$ cat src/rtl/rf_pkg.sv
// rf_pkg: shared register-file sizing constants and word/address types
package rf_pkg;
    localparam int DATA_W = 16;
    localparam int ADDR_W = 3;
    localparam int NREG   = 8;
    typedef logic [ADDR_W-1:0] raddr_t;
    typedef logic [DATA_W-1:0] word_t;
endpackage

$ cat src/rtl/dec_3to8.sv
// dec_3to8: register address to one-hot select, gated by an enable
module dec_3to8 #(
    parameter int ADDR_W = rf_pkg::ADDR_W,
    parameter int NREG   = rf_pkg::NREG
) (
    input  logic              en,
    input  logic [ADDR_W-1:0] addr,
    output logic [NREG-1:0]   onehot
);
    // one bit per register, all zero when disabled
    always_comb onehot = en ? {{(NREG-1){1'b0}}, 1'b1} << addr : '0;
endmodule

$ cat src/rtl/regfile_wb_demux.sv
// regfile_wb_demux: write-back commit buffer, register file and pending scoreboard
module regfile_wb_demux #(
    parameter int DATA_W  = rf_pkg::DATA_W,
    parameter int ADDR_W  = rf_pkg::ADDR_W,
    parameter int NREG    = rf_pkg::NREG,
    parameter bit R0_ZERO = 1'b1
) (
    input  logic                   clk,
    input  logic                   rst,
    input  logic                   wb_valid,
    output logic                   wb_ready,
    input  logic [ADDR_W-1:0]      wb_addr,
    input  logic [DATA_W-1:0]      wb_data,
    input  logic                   hold,
    input  logic                   iss_valid,
    input  logic [ADDR_W-1:0]      iss_addr,
    output logic [NREG-1:0]        pending,
    output logic                   commit,
    output logic [ADDR_W-1:0]      commit_addr,
    output logic [NREG*DATA_W-1:0] regs
);
    localparam logic [NREG-1:0] R0_MASK = NREG'(R0_ZERO);
    logic                             buf_full;
    logic [ADDR_W-1:0]                buf_addr;
    logic [DATA_W-1:0]                buf_data;
    logic [NREG-1:0][DATA_W-1:0]      rf;
    logic [NREG-1:0]                  wsel;
    logic [NREG-1:0]                  ssel;
    logic                             accept;
    logic                             do_commit;
    assign regs = rf;
    // handshake: a held full buffer blocks new write-backs
    always_comb begin
        wb_ready  = !rst && (!buf_full || !hold);
        accept    = wb_valid && wb_ready;
        do_commit = buf_full && !hold;
    end
    dec_3to8 #(.ADDR_W(ADDR_W), .NREG(NREG)) u_wdec (
        .en(do_commit), .addr(buf_addr), .onehot(wsel)
    );
    dec_3to8 #(.ADDR_W(ADDR_W), .NREG(NREG)) u_sdec (
        .en(iss_valid), .addr(iss_addr), .onehot(ssel)
    );
    // buffer, commit pulse, register writes and scoreboard; set beats clear
    always_ff @(posedge clk) begin
        if (rst) begin
            buf_full    <= 1'b0;
            buf_addr    <= '0;
            buf_data    <= '0;
            rf          <= '0;
            pending     <= '0;
            commit      <= 1'b0;
            commit_addr <= '0;
        end else begin
            buf_full <= accept || (buf_full && hold);
            if (accept) begin
                buf_addr <= wb_addr;
                buf_data <= wb_data;
            end
            commit <= do_commit;
            if (do_commit) commit_addr <= buf_addr;
            for (int i = 0; i < NREG; i++)
                if (wsel[i] && !R0_MASK[i]) rf[i] <= buf_data;
            pending <= (pending & ~wsel) | (ssel & ~R0_MASK);
        end
    end
endmodule

$ cat config.mk
export PLATFORM = sky130hd
export DESIGN_NAME = regfile_wb_demux
export DESIGN_NICKNAME = d
export VERILOG_FILES = /design/src/rtl/rf_pkg.sv /design/src/rtl/dec_3to8.sv /design/src/rtl/regfile_wb_demux.sv
export SDC_FILE = /design/constraint.sdc
export NUM_CORES = 1
export LEC_CHECK = 0
export CAP_MARGIN = 10
export CORE_ASPECT_RATIO = 2
export CORE_MARGIN = 2
export CORE_UTILIZATION = 44
export DETAILED_ROUTE_END_ITERATION = 8
export PLACE_DENSITY = 0.74
export SYNTH_ARGS = -nofsm -noshare
export SYNTH_HDL_FRONTEND = slang
export SYNTH_SLANG_ARGS = --single-unit
export TNS_END_PERCENT = 5
$ cat constraint.sdc
create_clock -name clk -period 1.85 [get_ports clk]
set_clock_uncertainty 0.2 [all_clocks]
set_input_delay 0.37 -clock clk [delete_from_list [all_inputs] [get_ports clk]]
set_output_delay 0.37 -clock clk [all_outputs]
set_load 0.02 [all_outputs]
# Word-level counts from Yosys, hierarchy flattened
# Cells that the tools add are included.
# op_classes
n_mux	2
shifts	2
reduce_logical	9
bitwise	3
# op_table
op	count
$mux W8	2
$shl A1 B3 Y8 const A	2
$and A8 B8 Y8	1
$not A8 Y8	1
$or A8 B8 Y8	1
$logic_and A1 B1 Y1	4
$logic_not A1 Y1	3
$logic_or A1 B1 Y1	2
# totals
reg_bits	144
in_bits	27

# Depth between registers and ports, before layout
# depth
depth_word	6
mapped_depth	6

# Hierarchy
# Synthesis repeated with hierarchy kept, for this count alone.
# unflattened
cells_unflattened	544
area_unflattened_um2	5502.8
# modules_own_cells
mod	area_each_um2	instances	cells_per_inst	seq_area_each_um2
regfile_wb_demux	5312.6	1	528	2882.8
dec_3to8	95.1	2	8	0.0

# Worst setup path after synthesis
# No wires, ideal clock.
# synth_path
path_kind	input to register
start	input rst
end	register buf_data[12]
required_ns	1.520
setup_slack_ns	-0.041
setup_time_ns	0.130
arrival_ns	1.561
stages	5
cell_sequence	buf_2 > a21oi_1 > nand2_2 > buf_4 > mux2i_1
# synth_via
elab_chain_len	3
# synth_rtl
item	line_no	rtl
start: declaration	regfile_wb_demux.sv:9	input logic rst,
$logic_not A1 Y1	regfile_wb_demux.sv:34	wb_ready = !rst && (!buf_full || !hold);
$logic_and A1 B1 Y1	regfile_wb_demux.sv:34	
via wb_ready	regfile_wb_demux.sv:11	output logic wb_ready,
$logic_and A1 B1 Y1	regfile_wb_demux.sv:35	accept = wb_valid && wb_ready;
end signal: assignment	regfile_wb_demux.sv:58	buf_data <= wb_data;
end: declaration	regfile_wb_demux.sv:25	logic [DATA_W-1:0] buf_data;
# The timed path passes the listed nets, and every way through them passes these cells.
# A chain may end at the register's enable or synchronous reset.

# Worst setup path in the final report
# layout_path
start	input hold
end	register rf (netlist bit regs[50])
# layout_via
elab_chain_len	3
# layout_rtl
item	line_no	rtl
start: declaration	regfile_wb_demux.sv:14	input logic hold,
$logic_not A1 Y1	regfile_wb_demux.sv:36	do_commit = buf_full && !hold;
$logic_and A1 B1 Y1	regfile_wb_demux.sv:36	
$mux W8	dec_3to8.sv:11	always_comb onehot = en ? {{(NREG-1){1'b0}}, 1'b1} << addr : '0;
end signal: indexed assignment	regfile_wb_demux.sv:63	if (wsel[i] && !R0_MASK[i]) rf[i] <= buf_data;
end: declaration	regfile_wb_demux.sv:26	logic [NREG-1:0][DATA_W-1:0] rf;
# Every way passes these cells.

==> metrics.md <==
| Metric | Value |
|---|---|
| GP Congestion | `between 0.8 and 0.9` |
| Core area | `~12000 um2` |
| Post-route setup TNS | `0 ns` |
| DR vias | `4551` |
| Clock Path Buffers | `2` |
| Largest net degree at the start of global routing | `48` |
| Worst Hold Launch | `regs[29]$_SDFFE_PP0P_` |
| YS warnings | `0` |
| Register area | `2884 um2` |
| DP Cell Count | `856` |
| Remaining Overflow, GRT | `0` |
| Area Overhead vs Synth | `47.22%` |
| Clk pin slew, worst setup/hold paths | `0.05 ns` |
| Setup Fix Bufs, Post-CTS | `0` |
| Antenna-violating nets left | `0` |
| Final hold viol count | `0` |
| CP Max Fanout | `16` |
| RR Startpoint | `buf_full$_SDFF_PP0_` |
| Slowest stage delay, CP | `0.48 ns` |
| Setup crit end kind | `flop` |
| Leakage power | `4.320 nW` |
| Number of global-route vias before repair | `4663` |
| Final setup viols | `0` |
| Power Density | `873.6 nW/um2` |
| Top-Level Pins | `168` |
| Max Slew Vio Count | `0` |
| Final min period | `1.803 ns` |
| Worst Setup Path Type | `input port to flop` |
| Via/cell ratio | `5.125` |
| WL/cell | `17.94 um` |
| Initial DRC Count | `around 160` |
| Crit path cell chain | `clkdlybuf4s50_1 > and3b_1 > nand2_2 > a31o_2` |
| Clk sink count | `144` |
| CP top delay family | `simple AND/OR/NAND/NOR gates` |
| Post-Synthesis Cells | `537` |
| Nets | `between 700 and 800` |
| ANT cells | `0` |
| Total Wirelength | `about 16000 um` |
| Post-synthesis sequential area ratio | `0.5230` |
| Initial core utilization | `0.4519` |
| Critical Path RT | `1.95 ns` |
| Final Cycle Share | `0.9745` |
| Fmax | `approximately 550 MHz` |
| IO buf count | `151` |
| Post-detail-place hpwl | `11910 um` |
| Setup crit end | `regs[50]$_SDFFE_PP0P_` |
| CTS Buf Count | `17` |
| Clk root buf | `clkbuf_16` |
| VDD IR max | `0.0008614 V` |
| R2r endpoint | `regs[50]$_SDFFE_PP0P_` |
| Skew-Pair Late Insertion Delay | `between 0.4 and 0.5 ns` |
| Die H | `162.3 um` |
| Post-Syn Area | `5512 um2` |
| R2R depth | `3` |
| Die width | `83.14 um` |
| First-pass iteration count of the detailed router | `4` |
| Crit path buffers/inverters | `1` |
| Data arrival, critical path | `1.90 ns` |
| Global Route Usage Sum | `0.2358` |
| Multi-input combinational cell area | `2277 um2` |
| RSZ-0062 raised after global routing | `no` |
| Hold Worst Slack | `0.2518 ns` |
| Status | `finished clean` |
| Initial antenna violation count | `0` |
| FF-to-FF setup slack | `0.09 ns` |
| CTS tree | `built` |
| Min-Delay Path Class | `flop to flop` |
| Cts hold-fix bufs | `0` |
| Seq cells post-synth | `144` |
| Post-Layout Cell Count | `888` |
| Max-Cap Viols | `0` |
| Share of cells above drive strength 1 | `0.1957` |
| Mean Syn Cell Area | `between 10 and 15 um2` |
| Layout fillers | `roughly 1000` |
| DR DRC count | `0` |
| Synth unique cells | `33` |
| Die area | `roughly 13000 um2` |
| First-pass GRT wire length | `24500 um` |
| Crit path launch | `hold` |
| Total chip power | `7.088 mW` |
| Post-Route Utilization | `0.6653` |
| H-tree level count | `4` |
| Slowest cell on the critical path | `clkdlybuf4s50_1` |
| Startpoint Class | `input port` |
| Core Rows | `57` |
| Critical path depth in cells | `4` |
==> cell families after synthesis <==
group	synth area share
compound gates	0.06515
buf+inv	0.07469
flops	0.5230
mux	0.1841
other cells	0.0006804
simple gates	0.1523
==> cells in the final DEF, fill, tap and decap left out, drive strengths merged, types with 2 or more instances in the layout <==
cell type / instances
dfxtp: 144
dlygate4sd2: 124
mux2i: 98
nand2: 89
buf: 72
a31o: 37
nor3: 33
clkdlybuf4s50: 26
clkbuf: 23
nand2b: 18
inv: 16
conb: 16
nor2: 6
nor2b: 5
clkinv: 5
a21oi: 5
mux2: 3
clkinvlp: 3
nand3: 3
nor4b: 2
o21ai: 2
and4b: 2
bufinv: 2
==> worst register-to-register path, cell delays in order (launching register included) <==
cell	delay, ns
dfxtp_1	0.44
and3b_1	0.38
nand2_2	0.29
a31o_2	0.34
==> metal layers <==
layer / routed length (um) / GRT usage
met2: 9253 / 0.4622
met3: 687 / 0.04217
met5: 0 / 0
met4: 842 / 0.1654
met1: 5149 / 0.2100
==> per-stage QoR <==
stage               setup WS (ns)  instance area [um2]
global placement          -0.3785                 7679
global route             0.004218                 8114
detailed placement        -0.3623                 7679
finish                    0.04724                 8114
CTS                       0.06633                 8113
floorplan                  0.1700                 5572
==> worst min path at each step <==
stage,to,depth (start not counted)
floorplan,buf_full$_SDFF_PP0_,2
finish,regs[29]$_SDFFE_PP0P_,2
global placement,regs[29]$_SDFFE_PP0P_,2
CTS,regs[28]$_SDFFE_PP0P_,2
global route,regs[28]$_SDFFE_PP0P_,2
detailed placement,regs[29]$_SDFFE_PP0P_,2
==> final cells by class <==
type / instances / area share
Inverter: 17 / 0.008019
Timing Repair Buffer: 222 / 0.2600
Clock buffer: 23 / 0.06014
Sequential cell: 144 / 0.3554
Clock inverter: 9 / 0.01311
Multi-Input combinational cell: 326 / 0.2806
Tap cell: 147 / 0.02267
==> registers in the layout, indices dropped and copies added, names as in the netlist <==
register,flops
commit_addr,3
buf_data,16
pending,8
commit,1
regs,112
buf_addr,3
buf_full,1
==> cell usage after synthesis, drive strengths merged <==
cell type  count  area share
nand4          1      0.0011
nor4b          2      0.0032
nand2         89       0.066
nor4           1      0.0011
mux2i         98        0.18
conb           1     0.00068
nor2           6      0.0041
clkbuf        29       0.020
inv           17       0.012
o21ai          2      0.0018
a31o          37       0.059
nand3b         1      0.0014
dfxtp        144        0.52
mux2           3      0.0061
nor2b          5      0.0057
and3           1      0.0011
nor3          33       0.031
and4b          2      0.0036
and3b          1      0.0016
nand3          3      0.0073
a21oi          5      0.0045
nand2b        18       0.020
buf           36       0.043
and2b          1      0.0014
nor3b          1      0.0034
==> timing repair <==
action,in CTS,in global routing
gates resized for setup,128,1
setup endpoints to repair,125,16
pin swaps,0,0
==> report_power, final <==
part | internal (mW) | switching (mW)
Combinational | 0.242 | 0.279
Clock | 2.12 | 1.26
Sequential | 3.15 | 0.0303
Note: power is estimated with default switching activity, not from simulation.
